--- config.mk ---
export PLATFORM = sky130hd
export DESIGN_NAME = vvmac_seq
export DESIGN_NICKNAME = d
export VERILOG_FILES = /design/src/rtl/vvmac_seq.sv
export SDC_FILE = /design/constraint.sdc
export NUM_CORES = 1
export LEC_CHECK = 0
export ABC_CLOCK_PERIOD_IN_PS = 7100
export BUFFER_PORTS_ARGS = -buffer_cell sky130_fd_sc_hd__buf_2
export CORE_UTILIZATION = 63
export CTS_CLUSTER_SIZE = 8
export DETAILED_ROUTE_END_ITERATION = 12
export GPL_TIMING_DRIVEN = 0
export PLACE_DENSITY = 0.82
export SYNTH_ARGS = -nofsm -noshare
export SYNTH_HDL_FRONTEND = slang
export SYNTH_SLANG_ARGS = --single-unit
--- constraint.sdc ---
create_clock -name clk -period 7.1 [get_ports clk]
set_clock_uncertainty 0.1 [all_clocks]
set_input_delay 0.355 -clock clk [delete_from_list [all_inputs] [get_ports clk]]
set_output_delay 0.355 -clock clk [all_outputs]
set_load 0.02 [all_outputs]
--- src/rtl/vvmac_seq.sv ---
// rtl/vvmac_seq.sv - sequential vector-vector multiply-accumulate with bias, rounding and saturation
//
// Purpose: consumes a stream of Q9.7 activations paired with Q2.14 weights,
// accumulates their products on top of a Q3.14 bias, and emits one rounded,
// saturated Q3.14 result per vector.
//
// Ports:
//   clk, rst                   clock (rising edge), synchronous active-high reset
//   in_valid / in_ready        input beat handshake
//   in_data                    activation, Q9.7 signed
//   in_weight                  weight, Q2.14 signed
//   in_bias                    bias, Q3.14 signed, sampled on the first beat
//   in_last                    final beat of the vector
//   out_valid / out_ready      result handshake
//   out_data                   result, Q3.14 signed
//   out_sat                    result was clipped to the Q3.14 range
//   out_trunc                  vector ended at MAX_LEN beats without in_last

module vvmac_seq #(
  parameter int VVMAC_IN_W  = 16,
  parameter int WEIGHT_W    = 16,
  parameter int VVMAC_OUT_W = 17,
  parameter int ACC_W       = 40,
  parameter int MAX_LEN     = 256
) (
  input  logic                   clk,
  input  logic                   rst,
  input  logic                   in_valid,
  output logic                   in_ready,
  input  logic [VVMAC_IN_W-1:0]  in_data,
  input  logic [WEIGHT_W-1:0]    in_weight,
  input  logic [VVMAC_OUT_W-1:0] in_bias,
  input  logic                   in_last,
  output logic                   out_valid,
  input  logic                   out_ready,
  output logic [VVMAC_OUT_W-1:0] out_data,
  output logic                   out_sat,
  output logic                   out_trunc
);

  localparam int PROD_W = VVMAC_IN_W + WEIGHT_W;
  localparam int CNT_W  = $clog2(MAX_LEN + 1);
  // Bias is Q3.14; shifting left by 7 aligns it with the 21 fractional bits
  // of the product.
  localparam int BIAS_SHIFT = 7;

  localparam logic signed [ACC_W-1:0] RND   = {{(ACC_W-7){1'b0}}, 7'd64};
  localparam logic signed [ACC_W-1:0] Q_MAX =
    {{(ACC_W-VVMAC_OUT_W+1){1'b0}}, {(VVMAC_OUT_W-1){1'b1}}};
  localparam logic signed [ACC_W-1:0] Q_MIN =
    {{(ACC_W-VVMAC_OUT_W+1){1'b1}}, {(VVMAC_OUT_W-1){1'b0}}};
  localparam logic [VVMAC_OUT_W-1:0] OUT_MAX = {1'b0, {(VVMAC_OUT_W-1){1'b1}}};
  localparam logic [VVMAC_OUT_W-1:0] OUT_MIN = {1'b1, {(VVMAC_OUT_W-1){1'b0}}};

  typedef enum logic [1:0] {IDLE, ACC, FLUSH, OUT} state_t;

  state_t state, state_nxt;

  logic [CNT_W-1:0]         cnt;
  logic [CNT_W-1:0]         beat_idx;
  logic                     accept;
  logic                     beat_cut;
  logic                     beat_end;
  logic signed [PROD_W-1:0] prod;
  logic signed [ACC_W-1:0]  bias_ext;

  // S1 registers
  logic                     p1_valid;
  logic                     p1_last;
  logic                     p1_trunc;
  logic signed [PROD_W-1:0] p1_prod;
  logic signed [ACC_W-1:0]  p1_prod_ext;

  // S2 registers
  logic signed [ACC_W-1:0]  acc;
  logic                     s2_done;
  logic                     s2_trunc;

  // S3 combinational round/saturate
  logic signed [ACC_W-1:0]  acc_shift;
  logic [VVMAC_OUT_W-1:0]   res_data;
  logic                     res_sat;

  assign accept = in_valid && in_ready;

  // In IDLE the counter still holds the previous vector's length, so the
  // beat being accepted there is always beat 0.
  assign beat_idx = (state == IDLE) ? '0 : cnt;
  assign beat_cut = (beat_idx == CNT_W'(MAX_LEN - 1));
  assign beat_end = in_last || beat_cut;

  assign prod        = $signed(in_data) * $signed(in_weight);
  assign bias_ext    = {{(ACC_W-VVMAC_OUT_W-BIAS_SHIFT){in_bias[VVMAC_OUT_W-1]}},
                        in_bias, {BIAS_SHIFT{1'b0}}};
  assign p1_prod_ext = {{(ACC_W-PROD_W){p1_prod[PROD_W-1]}}, p1_prod};

  // Round half up, then drop the 7 extra fractional bits.
  assign acc_shift = (acc + RND) >>> 7;

  always_comb begin
    res_data = acc_shift[VVMAC_OUT_W-1:0];
    res_sat  = 1'b0;
    if (acc_shift > Q_MAX) begin
      res_data = OUT_MAX;
      res_sat  = 1'b1;
    end else if (acc_shift < Q_MIN) begin
      res_data = OUT_MIN;
      res_sat  = 1'b1;
    end
  end

  always_comb begin
    state_nxt = state;
    in_ready  = 1'b0;
    out_valid = 1'b0;
    case (state)
      IDLE: begin
        in_ready = 1'b1;
        if (accept) state_nxt = beat_end ? FLUSH : ACC;
      end
      ACC: begin
        in_ready = 1'b1;
        if (accept && beat_end) state_nxt = FLUSH;
      end
      FLUSH: begin
        // s2_done marks the cycle the final sum sits in acc; the result
        // register is loaded on the same edge that enters OUT.
        if (s2_done) state_nxt = OUT;
      end
      OUT: begin
        out_valid = 1'b1;
        if (out_ready) state_nxt = IDLE;
      end
      default: state_nxt = IDLE;
    endcase
  end

  always_ff @(posedge clk) begin
    if (rst) begin
      state     <= IDLE;
      cnt       <= '0;
      p1_valid  <= 1'b0;
      p1_last   <= 1'b0;
      p1_trunc  <= 1'b0;
      p1_prod   <= '0;
      acc       <= '0;
      s2_done   <= 1'b0;
      s2_trunc  <= 1'b0;
      out_data  <= '0;
      out_sat   <= 1'b0;
      out_trunc <= 1'b0;
    end else begin
      state <= state_nxt;

      p1_valid <= accept;
      p1_last  <= accept && beat_end;
      p1_trunc <= accept && beat_cut && !in_last;
      if (accept) begin
        p1_prod <= prod;
        cnt     <= beat_idx + CNT_W'(1);
      end

      // The pipeline is always empty when a first beat arrives (input is
      // blocked until the previous result is taken), so the bias load never
      // collides with a pending product.
      if (accept && state == IDLE) begin
        acc <= bias_ext;
      end else if (p1_valid) begin
        acc <= acc + p1_prod_ext;
      end
      s2_done  <= p1_valid && p1_last;
      s2_trunc <= p1_trunc;

      if (s2_done) begin
        out_data  <= res_data;
        out_sat   <= res_sat;
        out_trunc <= s2_trunc;
      end
    end
  end

endmodule
==> Word-level counts from Yosys, hierarchy flattened <==
Cells that the tools add are included.
{ "word_totals": {"output_inout_bits": 21, "word_cells": 55, "ff_bits": 107, "input_bits": 54} }
{ "op_classes": {"n_eq_ne": 8, "multipliers": 1, "order_cmp": 2, "n_mux": 15, "n_addsub": 3, "reduce_logical": 13} }
{ "op_table": {"columns": ["cell", "count"], "rows": [
  ["$mux 40", 2],
  ["$add 40x32->40", 1],
  ["$add 40x8->40 const B", 1],
  ["$mux 17", 2],
  ["$gt 33x17->1 const B", 1],
  ["$lt 33x17->1 const B", 1],
  ["$mul 16x16->32", 1],
  ["$mux 2", 5],
  ["$add 9x1->9 const B", 1],
  ["$eq 9x8->1 const B", 1],
  ["$mux 9", 1],
  ["$ne 2x2->1 const B", 4],
  ["$pmux 2 s4", 1],
  ["$logic_and 1x1->1", 6],
  ["$eq 2x2->1 const B", 2],
  ["$mux 1", 4],
  ["$reduce_and 4->1", 1],
  ["$reduce_or 2->1", 2],
  ["$eq 2x1->1 const B", 1],
  ["$logic_not 2->1", 1],
  ["$reduce_bool 2->1", 1],
  ["$logic_not 1->1", 1],
  ["$logic_or 1x1->1", 1]
]} }

==> Depth between registers and ports, before layout <==
{ "logic_depth": {"word_depth": 7, "ltp_mapped": 25} }

==> Least setup slack after synthesis <==
No wires, ideal clock.
{ "synth_path": {"path_type": "input-to-reg", "from": "input in_data[15]", "to": "register p1_prod[30]", "path_buffers": 1, "setup_slack_ps": 627, "cell_stages": 23, "required_time_ps": 6867, "setup_ps": 133, "arrival_ps": 6241, "path_cell_list": "clkbuf_1 -> nand2_1 -> inv_1 -> fa_1 -> inv_1 -> fa_1 -> inv_1 -> fa_1 -> fa_1 -> fa_1 -> inv_1 -> fa_1 -> inv_1 -> ha_1 -> and3_1 -> nand4b_1 -> o211ai_1 -> or3_1 -> a221oi_1 -> nor2_1 -> a41oi_1 -> xor2_1 -> a21oi_1"} }
{ "synth_between": {"elab_chain_cells": 1} }
{ "synth_rtl": {"columns": ["item", "line", "source"], "rows": [
  ["start, declared", "30", "input logic [VVMAC_IN_W-1:0] in_data,"],
  ["$mul 16x16->32", "92", "assign prod = $signed(in_data) * $signed(in_weight);"],
  ["end signal, assigned", "159", "p1_prod <= prod;"],
  ["end, declared", "71", "logic signed [PROD_W-1:0] p1_prod;"]
]} }
Every way passes these cells.
A chain may end at the register's enable or synchronous reset.

==> Worst setup path after layout <==
{ "layout_path": {"from": "input in_weight[6]", "to": "register p1_prod[30]"} }
{ "layout_between": {"elab_chain_cells": 1} }
{ "layout_rtl": {"columns": ["item", "line", "source"], "rows": [
  ["start, declared", "31", "input logic [WEIGHT_W-1:0] in_weight,"],
  ["$mul 16x16->32", "92", null]
]} }
Every way passes these cells.

==> metrics.md <==
| Metric | Value |
|---|---|
| Fin crit share | `96.8%` |
| Most common cell after layout, fill and taps aside | `inv_1` |
| GP Congestion | `0.951` |
| Number of H-tree levels | `3` |
| Period minus WS final | `6870 ps` |
| Post-Syn Area | `17200 um^2` |
| Number of flops mapped to enable cells by yosys | `0` |
| DRT antenna net count | `0` |
| Starting Density | `64.1%` |
| DP Area | `18000 um^2` |
| Clk root buf | `clkbuf_16` |
| WL final | `44400 um` |
| Area growth syn-to-layout | `6.44%` |
| CORE AREA | `26900 um^2` |
| Unrepaired setup endpoints after global routing | `no` |
| Yosys cell types | `84` |
| Total global-route track usage | `33.2%` |
| Primary FF master, synth | `dfxtp_1` |
| Final Instance Area | `18300 um^2` |
| FP Rows | `60` |
| Die area | `28000 um^2` |
| Syn Nets | `2474` |
| Commonest cells after routing, fill and taps aside | `371 x inv_1, 263 x fa_1, 229 x nand2_1` |
| Longest Clk Path Bufs | `2` |
| Critical path type | `in2reg` |
| Setup Viol. Count Final | `0` |
| Synth top area share | `30.6%` |
| DRT Pass-1 Iters | `6` |
| Total gr overflow | `0` |
| Final-report max-slew violation count | `0` |
| Maximum fanout along the worst path | `10` |
| Sink Count | `107` |
| Antenna diodes | `0` |
| Finished Core Util | `68.2%` |
| Pre-CTS setup slack | `-738 ps` |
| Max Cap Violations | `0` |
| Crit. End Element | `register` |
| Syn. warnings | `0` |
| Slew HR | `43.3%` |
| # IOs | `75` |
| Sequential fraction of the synthesis area | `12.4%` |
| HP Class | `in2reg` |
| WP data arrival | `6990 ps` |
| Remaining DRCs | `0` |
| CTS tree | `built` |
| Vias in the first global route | `14500` |
| Setup slack after layout | `226 ps` |
| Avg Inst Size Synth | `8.49 um^2` |
| Via density | `5.84` |
| Number of synthesized register bits | `107` |
| Leading area contributor after synthesis | `fa_1` |
| Final hold violation count | `0` |
| Fmax | `145 MHz` |
| Width of the chip | `167 um` |
| First-pass GRT wire length | `73900 um` |
| Final net count | `2556` |
| DIE HEIGHT | `167 um` |
| DR vias | `14400` |
| R2R Setup Slk | `3510 ps` |
| Final HPWL DP | `37500 um` |
| CP required | `7220 ps` |
| Synth top area cells | `fa_1 31%, dfxtp_1 12%, ha_1 9.3%, inv_1 8.1%, nand2_1 5.0%` |
| Fraction of layout cells with a size suffix above 1 | `6.76%` |
| CTS hold repair buffers | `0` |
| Post-Synthesis Cells | `2029` |
| Initial antenna violation count | `0` |
| Total CTS buffers | `9` |
| Setup TNS | `0 ps` |
| Outcome | `finished, final reports clean` |
| DR WL/cell | `18.1 um` |
| Startpoint types | `input port` |
| Worst Max-Slew Pin Slew | `851 ps` |
| Pin count of the biggest net entering global routing | `18` |
| Port buffer count | `73` |
| Asr flop ratio synth | `0%` |
| Worst-path clk slew | `70 ps` |
| Initial DRC count | `1082` |
| Worst-Skew Late Latency | `360 ps` |
==> registers in the layout, indices dropped and copies added (netlist names) <==
signal,cells
acc,40
p1_valid,1
p1_trunc,1
out_sat,1
s2_done,1
p1_last,1
cnt,9
out_data,17
out_trunc,1
p1_prod,32
s2_trunc,1
state,2
==> cells in the mapped netlist (all sizes together) (8+ instances only) <==
cell type,count
nor3,18
ha,128
and3,14
o22ai,16
mux2i,28
nor2b,9
nor2,114
a211oi,22
buf,11
nand2,229
o21ai,53
nand3,32
a21o,36
fa,263
xnor2,48
dfxtp,107
nand2b,19
nand4,20
nand3b,8
or3,8
o211ai,11
inv,372
a31oi,20
xor2,41
nor4,10
o31ai,12
a21oi,111
clkbuf,68
and2,119
==> worst max-delay path, cell delays in order <==
cell and delay, ps:
buf_2 180, clkbuf_1 460, nand2_1 150, fa_1 560, fa_1 660, clkinvlp_4 190, fa_1 570, fa_1 440
fa_1 540, inv_1 50, fa_1 530, inv_1 40, ha_1 360, and3_1 250, nand4b_1 120, o211ai_1 150
or3_1 380, a221oi_2 320, nor2_1 140, a41oi_1 260, xor2_1 190, a21oi_1 80
==> path summary, 6_finish.rpt <==
kind,end,startpoint,cells past startpoint
max,p1_prod[30]$_SDFFE_PP0P_,in_weight[6],22
min,p1_trunc$_SDFF_PP0_,in_last,2
max reg2reg,acc[36]$_SDFFE_PP0P_,p1_prod[0]$_SDFFE_PP0P_,12
min reg2reg,p1_prod[21]$_SDFFE_PP0P_,p1_prod[21]$_SDFFE_PP0P_,2
==> cell type report <==
cell class | count | area (um^2)
plain buffers | 76 | 364
clock buffers | 12 | 246
clock inverters | 4 | 56.3
fillers | 2227 | 8550
inverters | 373 | 1400
multi-input cells | 1470 | 13300
flip-flops and latches | 107 | 2140
well taps | 341 | 427
repair buffers | 74 | 373
==> kinds of logic after synthesis <==
group                      after synthesis  share of synthesized area (%)
AOI/OAI and AO/OA                      331                           12.4
xor gates and xnor gates                89                           4.53
adders and majority gates              391                           39.9
buffers and inverters                  452                           10.3
DFF                                    107                           12.4
muxes                                   29                           1.69
and+or+nand+nor                        630                           18.8
==> metal layers <==
metal | global-route usage, % | vias to the layer above | part of all wire [%]
li1 | - | 6668 | -
met1 | 42.3 | 7032 | 42
met2 | 58.8 | 558 | 49
met3 | 3.24 | 93 | 6.2
met4 | 11.4 | 0 | 3.3
met5 | 0 | - | 0
==> repair_timing <==
item,4_1_cts,5_1_grt
pin swaps,0,0
setup buffers,1,0
endpoints found under the setup margin,3,5
gates resized for setup,2,3
==> metrics by stage <==
stage	cells	hold slack (ps)
3_3_place_gp	2443	348
6_report	2457	115
5_1_grt	2457	112
2_1_floorplan	2029	314
4_1_cts	2459	112
3_5_place_dp	2443	347
Power is left out: the tool's default activity adds up to more than one toggle a clock period on the data nets, which glitch-free logic cannot reach.
